$ cat config.mk
export PLATFORM = sky130hd
export DESIGN_NAME = seven_seg_scan_driver
export DESIGN_NICKNAME = d
export VERILOG_FILES = /design/src/rtl/seven_seg_scan_driver.sv
export SDC_FILE = /design/constraint.sdc
export NUM_CORES = 1
export LEC_CHECK = 0
export ABC_AREA = 1
export CAP_MARGIN = 30
export CORE_MARGIN = 2
export CORE_UTILIZATION = 35
export CTS_CLUSTER_DIAMETER = 200
export DETAILED_ROUTE_END_ITERATION = 6
export GPL_TIMING_DRIVEN = 1
export PLACE_DENSITY = 0.56
export SYNTH_ARGS = -nofsm -noshare
export SYNTH_HDL_FRONTEND = slang
export SYNTH_SLANG_ARGS = --single-unit
$ cat constraint.sdc
create_clock -name CLK -period 2.8 [get_ports CLK]
set_input_delay 0.28 -clock CLK [delete_from_list [all_inputs] [get_ports CLK]]
set_output_delay 0.28 -clock CLK [all_outputs]
set_load 0.03 [all_outputs]
$ cat src/rtl/seven_seg_scan_driver.sv
// Time-multiplexed scan driver for a common-anode seven-segment display.
// Steps one digit per CE slot with optional blank gaps; display data is latched once per frame.
module seven_seg_scan_driver #(
  parameter int DIGITS        = 4,
  parameter int BLANK_CE      = 1,
  parameter int ZERO_SUPPRESS = 1
) (
  input  logic                  CLK,
  input  logic                  RST_N,
  input  logic                  CE,
  input  logic                  EN,
  input  logic [4*DIGITS-1:0]   DATA,
  input  logic [DIGITS-1:0]     DP,
  output logic [DIGITS-1:0]     AN,
  output logic [6:0]            SEG,
  output logic                  SEGDP,
  output logic                  FRAME
);

  localparam int IDX_W = (DIGITS > 1) ? $clog2(DIGITS) : 1;
  localparam logic [IDX_W-1:0] LAST_IDX = IDX_W'(DIGITS - 1);
  localparam logic [1:0]       GAP_END  = 2'(BLANK_CE);

  typedef enum logic [1:0] {
    IDLE  = 2'd0,
    SHOW  = 2'd1,
    BLANK = 2'd2
  } state_t;

  state_t                state, state_n;
  logic [IDX_W-1:0]      idx, idx_n;
  logic [1:0]            gap, gap_n;
  logic [4*DIGITS-1:0]   sh_data, sh_data_n;
  logic [DIGITS-1:0]     sh_dp, sh_dp_n;
  logic                  advance;
  logic                  frame_n;
  logic [DIGITS-1:0]     an_n;
  logic [6:0]            seg_n;
  logic                  segdp_n;
  logic [DIGITS-1:0]     sup_mask;

  function automatic logic [6:0] hex_to_seg(input logic [3:0] nib);
    logic [6:0] s;
    case (nib)
      4'h0: s = 7'h3F;
      4'h1: s = 7'h06;
      4'h2: s = 7'h5B;
      4'h3: s = 7'h4F;
      4'h4: s = 7'h66;
      4'h5: s = 7'h6D;
      4'h6: s = 7'h7D;
      4'h7: s = 7'h07;
      4'h8: s = 7'h7F;
      4'h9: s = 7'h6F;
      4'hA: s = 7'h77;
      4'hB: s = 7'h7C;
      4'hC: s = 7'h39;
      4'hD: s = 7'h5E;
      4'hE: s = 7'h79;
      default: s = 7'h71;
    endcase
    return s;
  endfunction

  // Digit k>0 goes dark when it and every digit above it is zero and its own DP is off.
  function automatic logic [DIGITS-1:0] zs_mask(input logic [4*DIGITS-1:0] d,
                                                input logic [DIGITS-1:0]   p);
    logic [DIGITS-1:0] m;
    logic              upper_zero;
    m          = '0;
    upper_zero = 1'b1;
    if (ZERO_SUPPRESS != 0) begin
      for (int k = DIGITS - 1; k > 0; k--) begin
        upper_zero = upper_zero & (d[4*k +: 4] == 4'h0);
        m[k]       = upper_zero & ~p[k];
      end
    end
    return m;
  endfunction

  always_comb begin
    state_n   = state;
    idx_n     = idx;
    gap_n     = gap;
    sh_data_n = sh_data;
    sh_dp_n   = sh_dp;
    frame_n   = 1'b0;
    advance   = 1'b0;

    if (!EN) begin
      state_n = IDLE;
      idx_n   = '0;
      gap_n   = '0;
    end else begin
      case (state)
        IDLE: begin
          state_n   = SHOW;
          idx_n     = '0;
          gap_n     = '0;
          sh_data_n = DATA;
          sh_dp_n   = DP;
          frame_n   = 1'b1;
        end
        SHOW: begin
          if (CE) begin
            if (BLANK_CE > 0) begin
              state_n = BLANK;
              gap_n   = 2'd1;
            end else begin
              advance = 1'b1;
            end
          end
        end
        BLANK: begin
          if (CE) begin
            if (gap == GAP_END) begin
              advance = 1'b1;
            end else begin
              gap_n = gap + 2'd1;
            end
          end
        end
        default: begin
          state_n = IDLE;
          idx_n   = '0;
          gap_n   = '0;
        end
      endcase

      // Wrapping back to digit 0 is the only point where new display data is taken.
      if (advance) begin
        state_n = SHOW;
        gap_n   = '0;
        if (idx == LAST_IDX) begin
          idx_n     = '0;
          sh_data_n = DATA;
          sh_dp_n   = DP;
          frame_n   = 1'b1;
        end else begin
          idx_n = idx + 1'b1;
        end
      end
    end
  end

  assign sup_mask = zs_mask(sh_data_n, sh_dp_n);

  always_comb begin
    an_n    = '1;
    seg_n   = 7'h7F;
    segdp_n = 1'b1;
    if (state_n == SHOW) begin
      for (int k = 0; k < DIGITS; k++) begin
        if (idx_n == IDX_W'(k)) begin
          an_n[k] = 1'b0;
          if (!sup_mask[k]) begin
            seg_n   = ~hex_to_seg(sh_data_n[4*k +: 4]);
            segdp_n = ~sh_dp_n[k];
          end
        end
      end
    end
  end

  always_ff @(posedge CLK or negedge RST_N) begin
    if (!RST_N) begin
      state   <= IDLE;
      idx     <= '0;
      gap     <= '0;
      sh_data <= '0;
      sh_dp   <= '0;
      AN      <= '1;
      SEG     <= 7'h7F;
      SEGDP   <= 1'b1;
      FRAME   <= 1'b0;
    end else begin
      state   <= state_n;
      idx     <= idx_n;
      gap     <= gap_n;
      sh_data <= sh_data_n;
      sh_dp   <= sh_dp_n;
      AN      <= an_n;
      SEG     <= seg_n;
      SEGDP   <= segdp_n;
      FRAME   <= frame_n;
    end
  end

endmodule

==> summary.txt, run 1 <==
Outcome
  – Status: completed

Logic synthesis
  – Synth area leader: dfrtp_1
  – Cell Area, Synth: 3110 sq um
  – Synth unique cells: 30
  – Primary FF master, synth: dfrtp_1
  – Async SR Flop Fraction: 1.00
  – Post-synth EDFFs: 0
  – Sequential-to-total area share from yosys stat: 0.318
  – Synth Area per Inst: 6.93 sq um
  – Synthesis-stage register bit count: 39
  – YS warnings: 0
  – Syn Nets: 499
  – Cell count after synthesis: 449
  – Synth top area cells: dfrtp_1 (22%), nand2_1 (18%), ha_1 (10%)
  – Top-area cell type share of the netlist area: 0.217

Finish
  – Area of the multi-input gates: 1900 sq um
  – Final non-filler cell total: 613
  – Fin util: 0.444
  – Layout cell share with drive strength beyond 1: 0.170
  – Area Overhead vs Synth: 23.7%
  – Fillers: 915
  – Antenna cells: 0
  – Reg area: 991 sq um
  – Final #Nets: 554

Routing
  – Antenna-violating nets left: 0
  – Drt drc: 0
  – Vias: 2,983
  – Routed wire per std cell: 13.9 um
  – Final WL: 8520 um
  – Via density: 4.87
  – Initial DRC Count: 165
  – Initial DRT Pass Iterations: 4

Global routing
  – First-pass GRT wire length: 14,200 um
  – Gr ovfl total: 0
  – Initial antenna violation count: 0
  – Vias in the first global route: 2,945
  – Total GRT Usage: 0.182
  – Largest net degree at the start of global routing: 40

CTS
  – Total CTS buffers: 5
  – CTS tree: yes
  – # hold bufs at CTS: 0
  – H-tree Lvls: 2
  – Reg clk slew, reported paths: 90 ps
  – Root buffer cell: clkbuf_8
  – Clk buf depth: 2
  – Clk_lat worst skew: 300 ps
  – Clock Sinks: 39

Timing
  – Crit share post-route: 0.919
  – Max-slew violations: 0
  – Tmin final: 2570 ps
  – Final setup fails: 0
  – Skew final: 10.8 ps
  – Final hold slack: 99.3 ps
  – Final worst slack: 227 ps
  – Max Clk Rate: 0.389 GHz
  – TNS Setup: 0 ps
  – Worst-Margin Slew: 913 ps
  – Hold Fails Final Rpt: 0
  – Slew headroom: 0.391

Hold path
  – Min-Delay Path Class: input port to async pin

Place
  – GPL Wtd Cong: 0.911
  – Post-place setup slack: 81.6 ps
  – Hpwl dp: 6390 um
  – Placed cells: 603
  – Port bufs: 36

Job
  – Max cap viols: 0

Floorplan
  – Number of I/O pins: 37
  – Die area: 9660 sq um
  – Die outline width: 98.3 um
  – Row Count: 34
  – Core ar.: 8680 sq um
  – Initial Util: 0.359
  – Die Span Y: 98.3 um

Power
  – PD cells: 635 nW/um^2
  – Maximum vdd drop: 0.000279 V
  – Lkg Pwr: 1.95 nW

Critical path
  – Startpoint Class: flip-flop
  – Data required, critical path: 3020 ps
  – Worst Setup End Kind: flip-flop
  – Crit Path Category: flip-flop to flip-flop
  – Worst-path fanout max: 10
  – WP data arrival: 2790 ps
## worst paths after layout
check                               from     endpoint  slack, ps  cells after the start
worst max register to register  state[0]       SEG[2]        230                     18
worst max-delay path            state[0]       SEG[2]        230                     18
min in group CLK                sh_dp[0]     sh_dp[0]        490                      2
worst min register to register  sh_dp[0]     sh_dp[0]        490                      2
worst min-delay path               RST_N   sh_data[6]        100                      1
max in group asynchronous          RST_N  sh_data[14]       2120                      1
## sequential cells by signal, indices dropped and copies added (netlist names)
signal,cells
AN,4
sh_dp,4
gap,2
idx,2
SEGDP,1
FRAME,1
state,2
SEG,7
sh_data,16
## Yosys cell counts, types with 2 or more instances
cell type    n
nand3_1     61
nand4_1      5
dfrtp_1     27
o21ai_0     18
nand3_2      3
nand2_1    149
inv_2        4
dfstp_2     12
buf_6        4
buf_4        3
o21ai_2      2
nand2_4      5
o22ai_1      2
o211ai_1     4
nor3_1       2
inv_1       48
nand2_2     14
buf_2        2
ha_1        26
a21oi_1      8
nor2_1      35
o21ai_1      3
nor2_2       5
## layer usage
metal / vias to the layer above / global-route usage / share of wire
li1: 1544 / - / -
met2: 45 / 0.307 / 0.46
met4: 0 / 0.0506 / 0.015
met5: - / 0 / 0
met3: 9 / 0.0308 / 0.029
met1: 1385 / 0.241 / 0.49
## worst max-delay path, stage by stage (launching register included)
cell and delay (ps):
dfrtp_1 410, inv_2 110, ha_4 160, inv_2 70, nor2_8 140, nand3_4 150, nand2_8 150, nand2_1 100
o21ai_4 100, ha_2 190, nand3_1 120, nor2_2 180, nand2_2 90, nand2_2 90, nand2_4 80, a21oi_1 140
nand2_1 90, nand2_1 60, nand2_1 50
## cells in the final DEF, fill, tap and decap left out, drive strengths merged, types with 2 or more instances in the layout
cell type        n
clkdlybuf4s50   35
nand2          169
inv             52
dfrtp           27
nor3             2
nand3           65
ha              26
o211ai           4
buf             22
a21oi            8
nor2            42
nand4            5
clkbuf           5
clkinv           2
o21ai           23
o22ai            2
dfstp           12
## what timing repair did
item,CTS,global route
endpoints found under the setup margin,0,7
buffers inserted,0,1
resized for setup,0,12
## area by class of cell
class | instances | area share
multi-input combinational | 349 | 0.494
sequential | 39 | 0.257
timing repair buffer | 57 | 0.133
inverter | 52 | 0.0507
tap | 108 | 0.0351
clock buffer | 5 | 0.0179
clock inverter | 3 | 0.0114
## stage by stage
stage | cell area (sq um) | power, mW
after floorplan | 3110 | 1.55
after global placement | 3670 | 1.94
after detailed placement | 3670 | 1.93
after CTS | 3780 | 2.44
after global routing | 3850 | 2.67
final | 3850 | 2.44
## where the power goes
| part | internal [mW] | switching (mW) |
|---|---|---|
| combinational | 0.440 | 0.780 |
| clock | 0.266 | 0.231 |
| sequential | 0.686 | 0.0432 |
| total | 1.39 | 1.05 |
## logic make-up (layout without fill, tap and decap cells)
group,Yosys count,after routing,share of synthesized area
compound gates,39,39,0.0715
simple gates,283,284,0.417
buf+inv,62,117,0.0888
fa+ha+maj,26,26,0.105
flops,39,39,0.318
No activity file was read; power rests on OpenSTA's default activity.
==> run 2: changes to the inputs <==
--- a/config.mk
+++ b/config.mk
@@ -7,7 +7,6 @@
 export LEC_CHECK = 0
 export ABC_AREA = 1
 export CAP_MARGIN = 30
-export CORE_MARGIN = 2
 export CORE_UTILIZATION = 35
 export CTS_CLUSTER_DIAMETER = 200
 export DETAILED_ROUTE_END_ITERATION = 6
==> run 2 against run 1 <==
  * Fmax shrank 0.71%
  * Largest power group unchanged
  * Non-clock buffer count up 4
  * Critical endpoint is now SEG[0]
  * Critical path type unchanged
  * Highest routed layer unchanged
  * Clock power shrank 21%
==> summary.txt, run 2 (same netlist as run 1, synthesis figures left out) <==
Place
  – Placed cells: 600 (-0.50%)
  – GPL Wtd Cong: 0.873 (-4.2%)
  – Port bufs: 36 (unchanged)
  – Hpwl dp: 6230 um (-2.5%)

CTS
  – Clk_lat worst skew: 290 ps (about the same)
  – Reg clk slew, reported paths: 80 ps (about the same)
  – Clock Sinks: 39 (unchanged)
  – Total CTS buffers: 5 (unchanged)
  – CTS tree: yes
  – Root buffer cell: clkbuf_8
  – H-tree Lvls: 2 (unchanged)
  – Clk buf depth: 2 (unchanged)

Timing
  – Final hold slack: 441 ps (+341 ps)
  – Max Clk Rate: 0.386 GHz (-0.71%)
  – Crit share post-route: 0.926 (+0.00657)
  – Max-slew violations: 0 (unchanged)
  – Tmin final: 2590 ps (+18.4 ps)
  – Worst-Margin Slew: 470 ps (-443 ps)
  – Slew headroom: 0.684 (+0.293)
  – Final setup fails: 0 (unchanged)
  – Hold Fails Final Rpt: 0 (unchanged)
  – Skew final: 4.55 ps (-6.28 ps)

Outcome
  – Status: completed

Routing
  – Initial DRT Pass Iterations: 4 (unchanged)
  – Drt drc: 0 (unchanged)
  – Via density: 4.86 (-0.22%)
  – Final WL: 8240 um (-3.3%)
  – Vias: 2,991 (+0.27%)
  – Initial DRC Count: 124 (-25%)
  – Routed wire per std cell: 13.4 um (-3.7%)
  – Antenna-violating nets left: 0 (unchanged)

Critical path
  – Data required, critical path: 3040 ps (+20 ps)
  – Worst Setup End Kind: flip-flop
  – Worst-path fanout max: 12 (+2)
  – Startpoint Class: flip-flop
  – WP data arrival: 2830 ps (+40 ps)
  – Crit Path Category: flip-flop to flip-flop
  – R2R setup slack: 210 ps (-20 ps)

Finish
  – Fillers: 912 (-0.33%)
  – Layout cell share with drive strength beyond 1: 0.171 (+0.000963)
  – Largest register by flop count: sh_data
  – Final non-filler cell total: 616 (+0.49%)
  – Top Registers: sh_data x16, SEG x7
  – Max reg flops: 16 (unchanged)
  – Antenna cells: 0 (unchanged)
  – Final #Nets: 557 (+0.54%)
  – Area of the multi-input gates: 1890 sq um (-0.72%)
  – Reg area: 991 sq um (unchanged)
  – Most common cell after layout, fill and taps aside: nand2_1
  – Area Overhead vs Synth: 24.0%
  – Most frequent cells in the layout: nand2_1 (148), nand3_1 (60), inv_1 (47), clkdlybuf4s50_1 (35), nor2_1 (34)

Global routing
  – Gr ovfl total: 0 (unchanged)
  – First-pass GRT wire length: 13,400 um (-5.4%)
  – Initial antenna violation count: 0 (unchanged)
  – Vias in the first global route: 2,844 (-3.4%)
  – Total GRT Usage: 0.190 (+0.00779)
  – Largest net degree at the start of global routing: 40 (unchanged)

Power
  – Switch Pwr: 1.04 mW (-1.1%)
  – Sw Ratio: 0.443 (+0.0116)
  – Maximum vdd drop: 0.000257 V (-8.0%)
  – Total power draw: 2.35 mW (-3.7%)
  – Lkg Pwr: 1.95 nW (-0.11%)
  – Sequential share of power: 0.309 (+0.011)
  – Int Pwr: 1.31 mW (-5.7%)
  – Clk pwr share: 0.166 (-0.037)
  – PD cells: 610 nW/um^2 (-3.9%)
  – Logic gate share of total power: 0.525 (+0.026)

Floorplan
  – Number of I/O pins: 37 (unchanged)
  – Die outline width: 96.3 um (-2.0%)
  – Core ar.: 8680 sq um (unchanged)
  – Row Count: 34 (unchanged)
  – Die area: 9280 sq um (-4.0%)
  – Die Span Y: 96.3 um (-2.0%)
  – Initial Util: 0.359 (unchanged)

Job
  – Max cap viols: 0 (unchanged)

Hold path
  – Min-Delay Path Class: input port to async pin
run 2: final timing paths:
path / startpoint / end / depth (start not counted)
max: state[0] / SEG[0] / 18
min reg2reg: sh_dp[0] / sh_dp[0] / 2
min: RST_N / sh_data[6] / 2
min in group CLK: sh_dp[0] / sh_dp[0] / 2
max reg2reg: state[0] / SEG[0] / 18
max in group asynchronous: RST_N / AN[3] / 3
run 2: worst max-delay path, stage by stage (launching register included):
cell and delay [ps]:
dfrtp_1 410, inv_2 80, ha_4 180, inv_2 110
nor2_8 70, nand3_4 80, nand2_8 100, buf_4 160
o21ai_4 200, ha_2 200, nand3_2 100, nor2_2 150
buf_4 120, nand3_2 140, nand3_1 120, nand3_1 90
nand2_1 100, nand2_1 50, nand2_1 50
run 2: metrics by stage:
stage	cell area [sq um]	util	setup TNS [ps]	worst slack, ps
3_5_place_dp	3650	0.421	-24.0	-19.3
4_1_cts	3730	0.430	0	36.5
5_1_grt	3860	0.445	-11.6	-11.6
6_report	3860	0.445	0	209
3_3_place_gp	3650	0.421	0	6.36
2_1_floorplan	3110	-	0	292
run 2: layer usage:
layer | up-vias | part of all wire | track usage
li1 | 1540 | - | -
met1 | 1391 | 0.48 | 0.248
met2 | 54 | 0.48 | 0.333
met3 | 6 | 0.030 | 0.0190
met4 | 0 | 0.012 | 0.0527
met5 | - | 0 | 0
run 2: timing repair:
item,in CTS,in global routing
endpoints found under the hold margin,0,14
setup endpoints to repair,0,7
buffers inserted,0,6
resized for setup,0,12
hold buffers,0,1
run 2: power groups by stage:
stage                     Sequential, mW  Clock (mW)  Combinational, mW
after global routing               0.738       0.426               1.40
after detailed placement           0.736           0               1.19
after global placement             0.736           0               1.19
after CTS                          0.726       0.411               1.19
after floorplan                    0.793           0              0.757
final                              0.728       0.391               1.23
run 2: layout make-up:
cell class,instances,area share
Multi-Input combinational cell,348,0.490
Clock inverter,2,0.00324
Inverter,52,0.0506
Clock buffer,6,0.0188
Timing Repair Buffer,61,0.146
Tap cell,108,0.0350
Sequential cell,39,0.257
==> run 3: changes to the inputs <==
--- a/config.mk
+++ b/config.mk
@@ -12,6 +12,7 @@
 export DETAILED_ROUTE_END_ITERATION = 6
 export GPL_TIMING_DRIVEN = 1
 export PLACE_DENSITY = 0.56
+export SLEW_MARGIN = 20
 export SYNTH_ARGS = -nofsm -noshare
 export SYNTH_HDL_FRONTEND = slang
 export SYNTH_SLANG_ARGS = --single-unit
==> constraint.sdc (replaced) <==
create_clock -name CLK -period 3.3 [get_ports CLK]
set_input_delay 0.33 -clock CLK [delete_from_list [all_inputs] [get_ports CLK]]
set_output_delay 0.33 -clock CLK [all_outputs]
set_load 0.01 [all_outputs]
==> run 3 against run 2 <==
  * Wire length shrank 5.0%
  * Sequential power shrank 16%
  * Count of clock-buffer cells in the layout shrank 1
  * Fmax shrank 10%
  * Sequential share of layout area grew 1.3 points
  * Die area is the same
  * Critical endpoint is now SEG[1]
  * Largest cell class unchanged
==> summary.txt, run 3 (same netlist as run 1, synthesis figures left out) <==
Finish
  – Final #Nets: 538 (-3.4%)
  – Most frequent cells in the layout: nand2_1 (149), nand3_1 (61), inv_1 (48), nor2_1 (35), clkdlybuf4s50_1 (35)
  – Top Registers: sh_data x16, SEG x7
  – Final non-filler cell total: 597 (-3.1%)
  – Antenna cells: 0 (unchanged)
  – Max reg flops: 16 (unchanged)
  – Most common cell after layout, fill and taps aside: nand2_1
  – Largest register by flop count: sh_data
  – Final instance area: 3670 sq um (-4.9%)
  – Layout cell share with drive strength beyond 1: 0.127 (-0.0445)
  – Area Overhead vs Synth: 17.9%

Routing
  – Met1 Wirelength: 3740 um (-4.8%)
  – Initial DRC Count: 122 (-1.6%)
  – Vias: 2,867 (-4.1%)
  – Initial DRT Pass Iterations: 4 (unchanged)
  – DR WL met3: 253 um (+2.8%)
  – Via density: 4.80 (-1.1%)
  – Drt drc: 0 (unchanged)
  – DR top layer: met4
  – Antenna-violating nets left: 0 (unchanged)
  – Routed wire per std cell: 13.1 um (-1.9%)
  – Wire length on met2: 3630 um (-8.3%)
  – Final WL: 7830 um (-5.0%)

Floorplan
  – Die area: 9280 sq um (unchanged)
  – Number of I/O pins: 37 (unchanged)
  – Row Count: 34 (unchanged)
  – Core ar.: 8680 sq um (unchanged)
  – Die outline width: 96.3 um (unchanged)
  – Initial Util: 0.359 (unchanged)
  – Die Span Y: 96.3 um (unchanged)

CTS
  – H-tree Lvls: 2 (unchanged)
  – CTS tree: yes
  – Clk_lat worst skew: 290 ps (about the same)
  – Reg clk slew, reported paths: 90 ps (about the same)
  – Total CTS buffers: 5 (unchanged)
  – Root buffer cell: clkbuf_8
  – Setup Buffers After CTS: 0 (unchanged)
  – Clock Sinks: 39 (unchanged)
  – Clk buf depth: 2 (unchanged)

Global routing
  – Vias in the first global route: 2,872 (+0.98%)
  – Initial antenna violation count: 0 (unchanged)
  – First-pass GRT wire length: 13,400 um (-0.41%)
  – Gr ovfl total: 0 (unchanged)
  – Total GRT Usage: 0.188 (-0.00172)
  – Largest net degree at the start of global routing: 40 (unchanged)

Timing
  – Unrepaired setup endpoints after global routing: no
  – Slew headroom: 0.622 (-0.0622)
  – Worst-Margin Slew: 561 ps (+91.0 ps)
  – Final setup fails: 0 (unchanged)
  – Skew final: 8.18 ps (+3.63 ps)
  – Hold Fails Final Rpt: 0 (unchanged)
  – Final worst slack: 409 ps (+200 ps)
  – Tmin final: 2890 ps (+300 ps)
  – TNS Setup: 0 ps (unchanged)
  – Max-slew violations: 0 (unchanged)
  – Crit share post-route: 0.876 (-0.0494)
  – Max Clk Rate: 0.346 GHz (-10%)

Critical path
  – Startpoint Class: flip-flop
  – Worst-path fanout max: 13 (+1)
  – Crit Path Category: flip-flop to flip-flop
  – WP data arrival: 3130 ps (+300 ps)
  – Critical path's top delay family: simple AND/OR/NAND/NOR gates
  – Worst Setup End Kind: flip-flop
  – R2R setup slack: 410 ps (+200 ps)
  – Slowest stage cell, crit path: dfrtp_1
  – WP buf/inv: 2 (-2)
  – CP most frequent cell: nand2_1
  – Data required, critical path: 3540 ps (+500 ps)
  – Critical-path cell list: inv_1, ha_1, inv_2, nor2_8, nand3_4, nand2_4, nand2_1, o21ai_1, ha_1, nand3_1, nor2_2, nand2_1, nand2_2, nand2_4, nor2_1, nand2_1, nand2_1, nand2_1, nand2_1
  – Worst path max stage delay: 420 ps (about the same)

Power
  – Logic gate share of total power: 0.497 (-0.028)
  – Sw Ratio: 0.438 (-0.00469)
  – Sequential share of power: 0.328 (+0.019)
  – Total power draw: 1.87 mW (-21%)
  – Maximum vdd drop: 0.000233 V (-9.3%)
  – Switch Pwr: 819 uW (-21%)
  – Clk pwr share: 0.176 (+0.010)
  – Int Pwr: 1.05 mW (-20%)
  – PD cells: 510 nW/um^2 (-16%)
  – Lkg Pwr: 1.85 nW (-5.0%)

Job
  – Max cap viols: 0 (unchanged)

Place
  – GPL Wtd Cong: 0.895 (+2.5%)
  – Placed cells: 587 (-2.2%)
  – Placed inst area: 3550 sq um (-2.7%)
  – Hpwl dp: 6030 um (-3.3%)
  – Post-place setup slack: 246 ps (+265 ps)
  – Port bufs: 36 (unchanged)

Hold path
  – Min-Delay Path Class: input port to async pin

Outcome
  – Status: completed
run 3: cell types whose count changed in the layout (fill, tap and decap cells not counted), sizes merged:
cell      delta
clkbuf       -1
buf         -19
clkinvlp     +1
run 3: power groups by stage:
| stage | sequential (mW) | combinational (mW) | clock [mW] |
|---|---|---|---|
| floorplan | 0.632 | 0.643 | 0 |
| CTS | 0.615 | 0.923 | 0.344 |
| detailed placement | 0.624 | 0.918 | 0 |
| global route | 0.624 | 1.07 | 0.360 |
| finish | 0.613 | 0.929 | 0.329 |
| global placement | 0.622 | 0.927 | 0 |
run 3: worst reg2reg max path: stages (launching register included):
cell and delay (ps):
dfrtp_1 420, inv_1 110, ha_1 230, inv_2 90, nor2_8 150, nand3_4 90, nand2_4 160, nand2_1 90
o21ai_1 250, ha_1 220, nand3_1 160, nor2_2 180, nand2_1 120, nand2_2 100, nand2_4 90, nor2_1 100
nand2_1 100, nand2_1 80, nand2_1 50, nand2_1 60
run 3: what timing repair did:
| item | 4_1_cts | 5_1_grt |
|---|---|---|
| hold endpoints to repair | 0 | 8 |
| gates resized for setup | 0 | 0 |
| endpoints found under the setup margin | 0 | 0 |
| hold buffers | 0 | 1 |
run 3: area by class of cell:
cell class / count / area, sq um
Fill cell: 933 / 5010
Multi-Input combinational cell: 348 / 1850
Sequential cell: 39 / 991
Timing Repair Buffer: 42 / 415
Inverter: 52 / 195
Tap cell: 108 / 135
Clock buffer: 5 / 68.8
Clock inverter: 3 / 20.0
run 3: path summary, 6_finish.rpt:
path,startpoint,end,cells after the start
max reg2reg,state[0],SEG[1],19
min reg2reg,sh_dp[0],sh_dp[0],2
min in group CLK,sh_dp[0],sh_dp[0],2
min,RST_N,sh_data[6],2
max in group asynchronous,RST_N,AN[1],3
max,state[0],SEG[1],19
run 3: through the flow:
step	utilization	hold WS [ps]
floorplan	-	34.4
global placement	0.409	462
detailed placement	0.409	474
CTS	0.420	204
global route	0.423	442
finish	0.423	441
run 3: metal layers:
metal / GRT usage / vias to the layer above
met5: 0 / -
met4: 0.0699 / 0
met3: 0.0269 / 15
met2: 0.323 / 67
met1: 0.239 / 1276
li1: - / 1509
==> patch 1, RTL diff (settings of run 3) <==
Re-encode `state_t` (3 states) as one-hot, 3 bits wide.
--- a/src/rtl/seven_seg_scan_driver.sv
+++ b/src/rtl/seven_seg_scan_driver.sv
@@ -21,10 +21,10 @@
   localparam logic [IDX_W-1:0] LAST_IDX = IDX_W'(DIGITS - 1);
   localparam logic [1:0]       GAP_END  = 2'(BLANK_CE);
 
-  typedef enum logic [1:0] {
-    IDLE  = 2'd0,
-    SHOW  = 2'd1,
-    BLANK = 2'd2
+  typedef enum logic [2:0] {
+    IDLE  = 3'b001,
+    SHOW  = 3'b010,
+    BLANK = 3'b100
   } state_t;
 
   state_t                state, state_n;
Behaviour: no difference found for any inputs over 4 cycles, from zero or initial values and one cycle with RST_N low; so few cycles prove little.
==> patch 1 against run 3 <==
  * Setup slack gained 0.18 ns
  * Synthesized area shrank 1.5%
  * Total power grew 24%
  * Sequential cell count grew 1
  * Largest cell class unchanged
  * Via count shrank 1.6%
  * Routed wire length shrank 2.1%
  * Critical path type unchanged
  * Final area shrank 0.20%
  * Global-route usage shrank 0.34 points
==> patch 1: results (changes against run 3) <==
Setup path
The data arrival time of the critical path is 2.95 ns (-0.18 ns). The worst flop-to-flop path endpoint is SEG[6]. The maximum fanout count along the critical path is 21 (+8). The register-to-register setup slack came to 0.59 ns (+0.18 ns). The depth of the worst register-to-register path is 19 (unchanged).

The startpoint identified for the worst register-to-register timing path is gap[0].

Cells and area
The fraction of final layout cells with drive strength greater than 1 is 0.153 (+0.0261). The largest registers in the layout are sh_data (16), SEG (7). The non-filler instance count after layout is 576 (-3.5%). The filler cell count is 868 (-7.0%). The number of nets in the final layout was 516 (-4.1%).

Clock network
The total clock buffers created by CTS was 5 (unchanged).

Placed design
The minimum setup slack after placement is 0.351 ns (+0.105 ns). The cell total after placement is 566 (-3.6%). The post-place instance area came to 0.00352 sq mm (-0.95%).

The placed wire-length estimate is 5680 um (-5.7%). The last weighted congestion value of the routability-driven placer is 0.855 (-4.5%).

Worst hold path
The worst min-delay path class is primary input to async pin.

Power
The static leakage power is 1.81 nW (-2.3%). The power spent charging and discharging nets is 1.02 mW (+25%).

Drt
The routed wirelength normalized by instance count is 13.3 um (+1.5%). The total via count in the routed design was 2,822 (-1.6%). The number of DRC markers in iteration 0 came to 99 (-19%).

Logic synthesis
The total nets after synthesis is 474 (-5.0%). Sorting the synthesized cells by area gives the leading types as dfrtp_1, nand2_1, dfstp_2, nand3_1, ha_1. In the synthesized netlist, the cells that appear most often are nand2_1, nand3_1, inv_1. The number of instances in the synthesized netlist is 428 (-4.7%). The distinct cell type count after synthesis was 33 (+10%). The area share of the leading cell type in the synthesized netlist was 0.220 (+0.00328).

GRT
The total global-route track usage is 0.185 (-0.00338). The first-pass GRT wire length is 13,000 um (-2.6%). The pin count of the biggest net entering global routing was 41 (+2.5%).

STA
The headroom to the max-slew limit is 0.718 (+0.0956). The largest clock skew in the final design is 0.00639 ns (-0.00179 ns).

Run status
The run finished with clean final reports.
==> patch 1: cell types whose count changed after synthesis, moves of 2 or more <==
cell,run 3,this run
nor2_1,35,22
nand2_1,149,140
nand3b_1,0,7
inv_1,48,42
nand3_2,3,9
ha_1,26,22
o21ai_0,18,14
nand2_2,14,11
nand3_1,61,64
nand4_1,5,2
a21oi_2,0,2
inv_2,4,6
==> patch 1: power groups by stage <==
stage                     combinational [mW]  sequential, mW  clock, mW
after floorplan                        0.864           0.689          0
after global placement                  1.21           0.683          0
after detailed placement                1.21           0.685          0
after CTS                               1.22           0.676      0.442
after global routing                    1.40           0.687      0.465
final                                   1.22           0.672      0.426
==> patch 1: how the worst min path moves through the flow <==
stage	start	to	cells past startpoint	slack, ns
6_report	RST_N	sh_dp[2]	2	0.49
2_1_floorplan	RST_N	FRAME	0	0.03
3_3_place_gp	sh_data[1]	sh_data[1]	2	0.51
4_1_cts	RST_N	gap[0]	1	0.22
5_1_grt	RST_N	sh_dp[2]	2	0.55
3_5_place_dp	sh_data[1]	sh_data[1]	2	0.52
==> patch 1: kinds of logic after synthesis <==
kind of cell               after synthesis  synth area share
and+or+nand+nor                        270             0.418
buffers and inverters                   58            0.0865
DFF                                     40             0.332
AOI/OAI and AO/OA                       38            0.0739
adders and majority gates               22            0.0898
==> patch 1: layout make-up <==
| cell class | count | area [sq um] | share of cell area |
|---|---|---|---|
| inverters | 49 | 185 | 0.0505 |
| multi-input cells | 330 | 1780 | 0.487 |
| clock inverters | 3 | 46.3 | 0.0126 |
| repair buffers | 44 | 430 | 0.117 |
| well taps | 105 | 131 | 0.0359 |
| clock buffers | 5 | 68.8 | 0.0188 |
| flip-flops and latches | 40 | 1020 | 0.278 |
==> patch 1: per-layer routing <==
| layer | up-vias | wire length, um | track usage |
|---|---|---|---|
| met1 | 1303 | 3650 | 0.242 |
| met4 | 0 | 95 | 0.0423 |
| met2 | 52 | 3690 | 0.322 |
| met3 | 8 | 227 | 0.0247 |
| li1 | 1459 | - | - |
| met5 | - | 0 | 0 |
==> patch 1: what timing repair did <==
action                    CTS  global route
buffers inserted            0             0
hold endpoints to repair    0            15
gates resized for setup     0             0
hold buffers                0             1
==> patch 1: critical path, stage by stage, from the launching register on <==
cell and delay [ns]:
dfrtp_1 0.41, ha_1 0.21, nand2_1 0.08, inv_1 0.09, nand3_4 0.10, buf_4 0.30
nand3b_1 0.11, nand2_1 0.21, inv_1 0.12, ha_1 0.24, inv_1 0.06, nand3_1 0.10
nand2_1 0.08, a21oi_1 0.05, nor2_1 0.12, nand3_1 0.08, nand2_1 0.08, nand2_1 0.09
nand2_1 0.07, nand2_1 0.05
==> patch 2, RTL diff (settings of run 3) <==
Made on the original files. Set the parameter `DIGITS` to 2 (it was 4).
--- a/src/rtl/seven_seg_scan_driver.sv
+++ b/src/rtl/seven_seg_scan_driver.sv
@@ -1,7 +1,7 @@
 // Time-multiplexed scan driver for a common-anode seven-segment display.
 // Steps one digit per CE slot with optional blank gaps; display data is latched once per frame.
 module seven_seg_scan_driver #(
-  parameter int DIGITS        = 4,
+  parameter int DIGITS        = 2,
   parameter int BLANK_CE      = 1,
   parameter int ZERO_SUPPRESS = 1
 ) (
Interface: changed (resized AN, DATA and DP); port bits go from 37 to 25. The function was not compared with the original's and may differ.
==> patch 2 against run 3 <==
  * Final area decreased by 40%
  * Routed wire length decreased by 49%
  * Hold slack got worse by 0.10 ns
  * Largest power group unchanged
  * Sequential cell count decreased by 13
  * Synthesized area decreased by 42%
  * Sequential power decreased by 31%
  * Count of clock-buffer cells in the layout decreased by 2
  * Total power decreased by 34%
  * Setup slack improved by 0.41 ns
==> patch 2: results (changes against run 3) <==
Drt
The number of iterations in the first detailed-routing pass is 4 (unchanged). The routed wirelength normalized by instance count is 12.0 um (-8.3%). The number of DRC markers in iteration 0 is 86 (-30%).

The total via count in the routed design came to 1,533 (-47%).

Clock network
The number of buffers on the longest clock path is 2 (unchanged). The H-tree depth is 1 (-1). The total of cells resized after clock tree synthesis came to 0 (unchanged).

The later pin in the worst-skew pair is clocked with a latency of 0.28 ns.

Cells and area
The filler cell count is 510 (-45%). The area share of buffers outside the clock network is 0.122 (+0.00929). The count of flip-flops and latches is 26 (-33%). The portion of the layout cell area used by clock cells came to 0.0323 (+0.00811). The fraction of area in multi-input gates came to 0.440 (-0.0628). In the final layout, the registers with the most flip-flops are sh_data (8), SEG (7). The number of clock buffer instances in the layout is 3 (-2). The flip-flop and latch area is 663 sq um (-33%). The final cell area excluding filler cells is 0.00221 sq mm (-40%). The number of multi-input logic gates is 171 (-51%). The fraction of final layout cells with drive strength greater than 1 is 0.165 (+0.0380).

The non-clock inverter count in the final layout came to 39 (-25%). The non-filler instance count after layout was 334 (-44%). The antenna diode count is 0 (unchanged). The number of nets in the final layout is 296 (-45%). The buffer count excluding the clock tree in the final layout is 27 (-36%). Compared with the post-synthesis result, the final layout area differs by 22.1%.

Setup path
In this run the critical register-to-register path is launched from state[0]. The data arrival time of the critical path is 2.70 ns (-0.43 ns). The register-to-register setup slack is 0.82 ns (+0.41 ns). The depth of the worst register-to-register path is 14 (-5). The critical path capture point is SEG[0]. The maximum fanout count along the critical path is 15 (+2).

Placed design
The quantity of I/O buffers inserted on ports is 24 (-33%). The last weighted congestion value of the routability-driven placer came to 0.823 (-8.1%). The minimum setup slack after placement is 0.653 ns (+0.407 ns). The post-place instance area is 0.00214 sq mm (-40%). The placed wire-length estimate was 3140 um (-48%).

Power
The maximum VDD drop was 0.000223 V (-4.3%). The static leakage power came to 1.09 nW (-41%).

Logic synthesis
By count the netlist is led by nand2_1, inv_1, nand3_1. The adder-cell area share of the yosys netlist is 0.0969 (-0.00762). The average footprint of a synthesized cell was 7.60 sq um (+9.6%).

The total nets after synthesis is 266 (-47%). Sorting the synthesized cells by area gives the leading types as dfrtp_1, dfstp_2, nand2_1, ha_1, inv_1. The register area share after synthesis was 0.367 (+0.0485). The share of the synthesized area in compound gates (AO/OA/AOI/OAI) is 0.0699 (-0.00165). The distinct cell type count after synthesis is 25 (-17%). The mux cell area share after synthesis is 0 (unchanged). The proportion of synthesized flip-flops having asynchronous set or reset is 1.00 (unchanged).

GRT
The met1 usage in global routing is 0.226 (-0.0124). The pin count of the biggest net entering global routing came to 16 (-60%). The met2 layer usage reported by global route was 0.273 (-0.0501). The met3 global-route usage was 0.0206 (-0.00628). The first-pass GRT wire length is 6910 um (-48%). The total global-route track usage is 0.169 (-0.0191).

STA
The headroom to the max-slew limit is 0.728 (+0.106). The hold slack is 0.336 ns (-0.105 ns). The largest clock skew in the final design is 0.00293 ns (-0.00525 ns).

The clock period minus final worst setup slack was 2.48 ns (-0.408 ns).

Run status
The run finished with clean final reports.

Flow run
The number of max-cap violations is 0 (unchanged).
[patch 2: changes by cell type after synthesis, sizes merged, moves of 2 or more]
cell and delta:
a21oi -3, buf -7, dfrtp -11, dfstp -2, ha -12, inv -14, nand2 -88, nand3 -39
nand3b +2, nor2 -18, o211ai -2, o21ai -12
[patch 2: worst max-delay path, stage by stage, from the launching register on]
cell,delay (ns)
dfrtp_1,0.45
inv_1,0.11
ha_1,0.25
nand4_2,0.17
nand2_4,0.17
nand2_4,0.16
o21ai_2,0.28
inv_1,0.13
ha_1,0.25
inv_1,0.08
nand2_1,0.07
nand3_1,0.09
nand3_1,0.09
nand2_1,0.08
nand2_1,0.05
[patch 2: per-layer routing]
metal | wire length [um] | up-vias
li1 | - | 801
met1 | 1960 | 693
met2 | 1840 | 30
met3 | 123 | 9
met4 | 94 | 0
met5 | 0 | -
[patch 2: power breakdown]
group	internal (mW)	total, mW	switching [mW]
clock network	0.163	0.274	0.112
logic	0.202	0.536	0.334
registers	0.399	0.424	0.0255
